===== config.mk =====
export PLATFORM = sky130hd
export DESIGN_NAME = frame_logger
export DESIGN_NICKNAME = d
export VERILOG_FILES = /design/src/rtl/frame_logger_pkg.sv /design/src/rtl/frame_logger_uart_tx.sv /design/src/rtl/frame_logger.sv
export SDC_FILE = /design/constraint.sdc
export NUM_CORES = 1
export LEC_CHECK = 0
export ABC_AREA = 1
export ABC_CLOCK_PERIOD_IN_PS = 9600
export CAP_MARGIN = 15
export CORE_ASPECT_RATIO = 0.8
export CORE_MARGIN = 1.5
export CORE_UTILIZATION = 61
export DETAILED_ROUTE_END_ITERATION = 16
export GPL_TIMING_DRIVEN = 0
export PLACE_DENSITY = 0.89
export REMOVE_ABC_BUFFERS = 1
export SYNTH_ARGS = -nofsm -noshare
export SYNTH_HDL_FRONTEND = slang
export SYNTH_HIERARCHICAL = 1
export SYNTH_SLANG_ARGS = --single-unit

===== constraint.sdc =====
create_clock -name i_clock -period 9.6 [get_ports i_clock]
set_input_delay 1.92 -clock i_clock [delete_from_list [all_inputs] [get_ports i_clock]]
set_output_delay 1.92 -clock i_clock [all_outputs]
set_load 0.05 [all_outputs]

===== src/rtl/frame_logger_pkg.sv =====
// frame_logger_pkg
// Shared definitions for the telemetry frame logger: FSM state encoding,
// UART character size, default sync byte and the frame length helper.
package frame_logger_pkg;

    typedef enum logic [1:0] {
        ST_IDLE = 2'd0,
        ST_LOAD = 2'd1,
        ST_SEND = 2'd2,
        ST_DONE = 2'd3
    } state_e;

    localparam int UART_DATA_SIZE = 8;

    localparam logic [7:0] DEFAULT_HEADER = 8'hA5;

    // Header + payload + checksum.
    function automatic int frame_bytes(input int n_words, input int word_bytes);
        return n_words * word_bytes + 2;
    endfunction

endpackage


===== src/rtl/frame_logger_uart_tx.sv =====
// uart_tx
// 8N1 UART transmitter. One character per i_start pulse while idle.
// Ports:
//   i_clock, i_reset : clock, asynchronous active-high reset
//   i_start          : load i_data and begin a character (ignored while busy)
//   i_data           : character to send, LSB first
//   o_txBit          : serial line, idles high
//   o_busy           : a character is in flight
//   o_done           : one-cycle pulse during the final cycle of the stop bit
module uart_tx
    import frame_logger_pkg::*;
#(
    parameter int CLK_FREQUENCY  = 100_000_000,
    parameter int UART_FREQUENCY = 9_200
) (
    input  logic                      i_clock,
    input  logic                      i_reset,
    input  logic                      i_start,
    input  logic [UART_DATA_SIZE-1:0] i_data,
    output logic                      o_txBit,
    output logic                      o_busy,
    output logic                      o_done
);

    localparam int DIV   = CLK_FREQUENCY / UART_FREQUENCY;
    localparam int DIV_W = (DIV > 2) ? $clog2(DIV) : 1;

    logic                      active_q, active_d;
    logic                      tx_q, tx_d;
    logic [UART_DATA_SIZE:0]   shreg_q, shreg_d;
    logic [DIV_W-1:0]          div_cnt_q, div_cnt_d;
    logic [3:0]                bit_cnt_q, bit_cnt_d;
    logic                      bit_end;

    assign bit_end = (div_cnt_q == DIV_W'(DIV - 1));

    always_comb begin
        active_d  = active_q;
        tx_d      = tx_q;
        shreg_d   = shreg_q;
        div_cnt_d = div_cnt_q;
        bit_cnt_d = bit_cnt_q;
        if (!active_q) begin
            if (i_start) begin
                active_d  = 1'b1;
                tx_d      = 1'b0;                 // start bit
                shreg_d   = {1'b1, i_data};       // data bits then stop bit
                div_cnt_d = '0;
                bit_cnt_d = '0;
            end
        end else if (bit_end) begin
            div_cnt_d = '0;
            if (bit_cnt_q == 4'd9) begin
                active_d = 1'b0;
                tx_d     = 1'b1;
            end else begin
                bit_cnt_d = bit_cnt_q + 4'd1;
                tx_d      = shreg_q[0];
                shreg_d   = {1'b1, shreg_q[UART_DATA_SIZE:1]};
            end
        end else begin
            div_cnt_d = div_cnt_q + DIV_W'(1);
        end
    end

    always_ff @(posedge i_clock or posedge i_reset) begin
        if (i_reset) begin
            active_q  <= 1'b0;
            tx_q      <= 1'b1;
            shreg_q   <= '1;
            div_cnt_q <= '0;
            bit_cnt_q <= '0;
        end else begin
            active_q  <= active_d;
            tx_q      <= tx_d;
            shreg_q   <= shreg_d;
            div_cnt_q <= div_cnt_d;
            bit_cnt_q <= bit_cnt_d;
        end
    end

    assign o_txBit = tx_q;
    assign o_busy  = active_q;
    assign o_done  = active_q && bit_end && (bit_cnt_q == 4'd9);

endmodule


===== src/rtl/frame_logger.sv =====
// frame_logger
// Snapshots N_WORDS telemetry words and sends them over UART 8N1 as
// HEADER, payload bytes (i_data[7:0] first), XOR checksum.
// Frames are requested periodically (every TICKS cycles) or by i_trigger.
// Ports:
//   i_clock, i_reset : clock, asynchronous active-high reset
//   i_enable         : allows new frames to start
//   i_mode           : 0 = periodic, 1 = triggered
//   i_trigger        : level-sampled frame request in triggered mode
//   i_data           : packed telemetry, word 0 in the LSBs
//   o_txBit          : UART serial output, idles high
//   o_busy           : frame in progress
//   o_frameDone      : one-cycle pulse after the checksum stop bit
//   o_overrun        : sticky, a request arrived while busy
module frame_logger
    import frame_logger_pkg::*;
#(
    parameter int          CLK_FREQUENCY  = 100_000_000,
    parameter int          UART_FREQUENCY = 9_200,
    parameter int          N_WORDS        = 4,
    parameter int          WORD_BYTES     = 2,
    parameter int          TICKS          = 300000,
    parameter logic [7:0]  HEADER         = DEFAULT_HEADER
) (
    input  logic                              i_clock,
    input  logic                              i_reset,
    input  logic                              i_enable,
    input  logic                              i_mode,
    input  logic                              i_trigger,
    input  logic [N_WORDS*WORD_BYTES*8-1:0]   i_data,
    output logic                              o_txBit,
    output logic                              o_busy,
    output logic                              o_frameDone,
    output logic                              o_overrun
);

    localparam int PAYLOAD     = N_WORDS * WORD_BYTES;
    localparam int FRAME_BYTES = frame_bytes(N_WORDS, WORD_BYTES);
    localparam int IDX_W       = $clog2(FRAME_BYTES);
    localparam int TMR_W       = (TICKS > 1) ? $clog2(TICKS) : 1;
    localparam logic [IDX_W-1:0] LAST_IDX = IDX_W'(FRAME_BYTES - 1);

    state_e                           state_q, state_d;
    logic [TMR_W-1:0]                 timer_q, timer_d;
    logic [IDX_W-1:0]                 idx_q, idx_d;
    logic [PAYLOAD*8-1:0]             snap_q, snap_d;
    logic [7:0]                       chk_q, chk_d;
    logic                             overrun_q, overrun_d;

    logic                             periodic_on;
    logic                             timer_wrap;
    logic                             request;
    logic                             frame_active;
    logic [UART_DATA_SIZE-1:0]        tx_byte;
    logic                             uart_start;
    logic                             uart_done;
    logic                             uart_busy;

    // Periodic timer: runs only in enabled periodic mode, otherwise parked
    // at 0 so entering periodic mode always starts a full interval.
    assign periodic_on = i_enable && !i_mode;
    assign timer_wrap  = (timer_q == TMR_W'(TICKS - 1));

    always_comb begin
        timer_d = '0;
        if (periodic_on && !timer_wrap) begin
            timer_d = timer_q + TMR_W'(1);
        end
    end

    assign request      = (periodic_on && timer_wrap) || (i_mode && i_trigger);
    assign frame_active = (state_q == ST_LOAD) || (state_q == ST_SEND);

    // Byte currently addressed by idx: header, payload, then checksum.
    always_comb begin
        tx_byte = HEADER;
        if (idx_q == LAST_IDX) begin
            tx_byte = chk_q;
        end else begin
            for (int b = 0; b < PAYLOAD; b++) begin
                if (idx_q == IDX_W'(b + 1)) begin
                    tx_byte = snap_q[8*b +: 8];
                end
            end
        end
    end

    always_comb begin
        state_d    = state_q;
        idx_d      = idx_q;
        snap_d     = snap_q;
        chk_d      = chk_q;
        overrun_d  = overrun_q || (request && frame_active);
        uart_start = 1'b0;
        case (state_q)
            ST_IDLE, ST_DONE: begin
                // DONE also accepts, which allows back-to-back frames.
                state_d = ST_IDLE;
                if (request && i_enable) begin
                    state_d = ST_LOAD;
                    snap_d  = i_data;
                    idx_d   = '0;
                    chk_d   = HEADER;
                end
            end
            ST_LOAD: begin
                uart_start = 1'b1;
                state_d    = ST_SEND;
                // Fold payload bytes into the running checksum as they go out.
                if (idx_q != '0 && idx_q != LAST_IDX) begin
                    chk_d = chk_q ^ tx_byte;
                end
            end
            ST_SEND: begin
                if (uart_done) begin
                    if (idx_q != LAST_IDX) begin
                        idx_d   = idx_q + IDX_W'(1);
                        state_d = ST_LOAD;
                    end else begin
                        state_d = ST_DONE;
                    end
                end
            end
            default: state_d = ST_IDLE;
        endcase
    end

    always_ff @(posedge i_clock or posedge i_reset) begin
        if (i_reset) begin
            state_q   <= ST_IDLE;
            timer_q   <= '0;
            idx_q     <= '0;
            snap_q    <= '0;
            chk_q     <= '0;
            overrun_q <= 1'b0;
        end else begin
            state_q   <= state_d;
            timer_q   <= timer_d;
            idx_q     <= idx_d;
            snap_q    <= snap_d;
            chk_q     <= chk_d;
            overrun_q <= overrun_d;
        end
    end

    uart_tx #(
        .CLK_FREQUENCY  (CLK_FREQUENCY),
        .UART_FREQUENCY (UART_FREQUENCY)
    ) u_uart_tx (
        .i_clock (i_clock),
        .i_reset (i_reset),
        .i_start (uart_start),
        .i_data  (tx_byte),
        .o_txBit (o_txBit),
        .o_busy  (uart_busy),
        .o_done  (uart_done)
    );

    assign o_busy      = frame_active;
    assign o_frameDone = (state_q == ST_DONE);
    assign o_overrun   = overrun_q;

endmodule


==> flow_summary_export.csv <==
group,metric,value,unit
routing,drcViolationCount,0,
clocking,cts_buffers,17,
pwr,ir_worst_vdd,119,uV
global_routing,antenna_found_initial,0,
layout,finalNonFillerCells,1029,
die,io_pins,73,
status,status,"finished clean",
worst_setup_path,cp_max_fo,4,
worst_setup_path,cp-end-kind,"output pin",
worst_setup_path,worstPathRequired,7.68,ns
die,dieHeight,97.4,um
worst_setup_path,cp.arrival,2.26,ns
placed_design,post-place-ws,5.29,ns
routing,post_drt_wl_per_cell,16.4,um
die,fp-row-count,34,
clocking,htreeDepth,4,
routing,via_count,5863,
global_routing,grt_usage,31.0,%
yosys,yosysTopAreaCellShare,43.1,%
yosys,synth_cell_type_count,44,
placed_design,dpl.hpwl,10800,um
layout,drive_gt1_share,14.9,%
timing,period_share,43.5,%
worst_setup_path,r2r-end,"u_uart_tx/shreg_q[1]",
layout,final_nets,953,
die,die_area,11800,um^2
yosys,synth.avg_cell_area,8.47,um^2
yosys,synth_common_cells,"nand2_1 (193), dfrtp_1 (117), inv_1 (90), nor2_1 (72), nand3_1 (70)",
yosys,syn_inst,802,
worst_hold_path,whs_endpoint,"timer_q[0]",
timing,fin_skew,0.00875,ns
worst_setup_path,critPathLaunchType,"flop",
clocking,cts_tree,"yes",
layout,area_growth,22.1,%
layout,antennaDiodeCount,0,
clocking,cts_root_buf,"clkbuf_16",
pwr,power_density,155,nW/um^2
yosys,synth-edff-count,0,
global_routing,grt_overflow,0,
global_routing,grt_pass1_vias,5905,
worst_hold_path,min_path_type,"flop to flop",
yosys,ys.flop_type,"dfrtp_1",
timing,fin_ws,5.42,ns
clocking,clkTransAtPathRegs,0.06,ns
die,initial_core_util,62.6,%
worst_setup_path,path_class,"flop to output pin",
pwr,leakage,4.11,nW
clocking,cts_max_path_buffers,2,
timing,fin_tns_setup,0,ns
yosys,ys_ff_latch,126,
placed_design,port_buffers,72,
die,die_w,121,um
timing,fin_crit,4.18,ns
timing,rsz0062_at_grt,"no",
global_routing,grt_max_degree,80,
timing,final-hold-violation-count,0,
clocking,cts_setup_buffers,0,
yosys,synthesis.area,6790,um^2
routing,wl,16900,um
timing,tightest_slew,0.788,ns
yosys,synthArstFlopShare,100,%
die,core,10800,um^2
timing,slew_headroom,47.3,%
timing,slew_violations,0,
routing,drt_iter0_markers,552,
yosys,synthTopCellsByArea,"dfrtp_1 (43%), nand2_1 (11%), mux2_2 (8.1%)",
yosys,yosysMostFrequentCell,"nand2_1",
timing,setup_viol,0,
routing,dr.pass1.iters,5,
yosys,yosys_warnings,6,
clocking,clock-sinks,126,
global_routing,grt_first_pass_wirelength,28400,um
run,maxCapViolations,0,
worst_hold_path,whs_path_depth,1,
clocking,post_cts_resized,0,
pwr,total_power,1.29,mW
worst_setup_path,worst-r2r-setup-slack,6.59,ns
placed_design,place.gp.congestion,0.835,
worst_setup_path,r2r_cells,12,
yosys,synth_top_area_cell,"dfrtp_1",
routing,vias_per_cell,5.70,
worst_hold_path,worstHoldStart,"timer_q[0]",
clocking,clock_latency,0.42,ns
routing,ant_nets,0,
layout,post-route-util,76.4,%
yosys,synth_seq_area_share,46.6,%
timing,max_freq,239,MHz
placed_design,dp_cells,996,
clocking,ctsHoldBuffers,0,
worst_setup_path,r2r-start,"idx_q[0]",
==> worst max path at each step <==
| stage | startpoint | to | slack (ns) | cells past startpoint |
|---|---|---|---|---|
| after floorplan | i_reset | chk_q[0] | 5.12 | 1 |
| after global placement | i_reset | snap_q[27] | 3.64 | 2 |
| after detailed placement | i_enable | chk_q[3] | 5.29 | 11 |
| after CTS | state_q[0] | o_busy | 5.45 | 4 |
| after global routing | state_q[0] | o_busy | 5.34 | 4 |
| final | state_q[0] | o_busy | 5.42 | 4 |
==> routing by layer <==
metal / part of all wire [%] / up-vias / global-route usage [%]
met4: 1.6 / 0 / 9.86
met2: 49 / 257 / 50.7
met1: 42 / 2825 / 39.8
met5: 0 / - / 0
met3: 7.3 / 36 / 9.10
li1: - / 2745 / -
==> logic make-up after synthesis <==
| logic type | count (synthesis) | synth area share, % |
|---|---|---|
| adders and majority gates | 12 | 2.21 |
| buffers and inverters | 119 | 7.33 |
| AOI/OAI and AO/OA | 77 | 6.58 |
| muxes | 49 | 8.13 |
| xor gates and xnor gates | 10 | 1.29 |
| DFF | 126 | 46.6 |
| and+or+nand+nor | 409 | 27.8 |
==> cells in the final DEF (no fill, tap or decap), types with 18 or more instances in the layout <==
cell	n
a21oi_1	24
clkdlybuf4s50_1	72
dfrtp_1	117
inv_1	89
mux2_2	49
nand2_1	193
nand3_1	70
nand4_1	18
nor2_1	72
o21ai_0	29
==> state kept, by name (all words and copies together), names as in the netlist <==
register             cells
chk_q                    8
u_uart_tx/o_busy         1
o_overrun                1
idx_q                    4
state_q                  2
u_uart_tx/bit_cnt_q      4
timer_q                 19
u_uart_tx/o_txBit        1
u_uart_tx/shreg_q        8
u_uart_tx/div_cnt_q     14
snap_q                  64
==> area by class of cell <==
cell class	count	area [um^2]
multi-input combinational	557	3130
fill	701	2560
inverter	95	359
clock buffer	17	425
timing repair buffer	75	803
tap	144	180
sequential	126	3160
clock inverter	15	223
==> power by group <==
group	internal, mW	total [mW]	switching, mW
clock	0.445	0.708	0.263
sequential	0.532	0.532	0.000313
combinational	0.0272	0.0453	0.0180
==> critical path, cell delays in order, from the launching register on <==
cell and delay (ns):
dfrtp_1 0.38, inv_1 0.07, ha_1 0.39, inv_1 0.17, clkdlybuf4s50_1 0.82
==> through the flow <==
stage	cell area, um^2	hold slack, ns
after floorplan	6650	0.433
after global placement	7550	0.440
after detailed placement	7610	0.466
after CTS	8260	0.474
after global routing	8290	0.498
final	8290	0.480
Power figures use the tool's default switching activity.
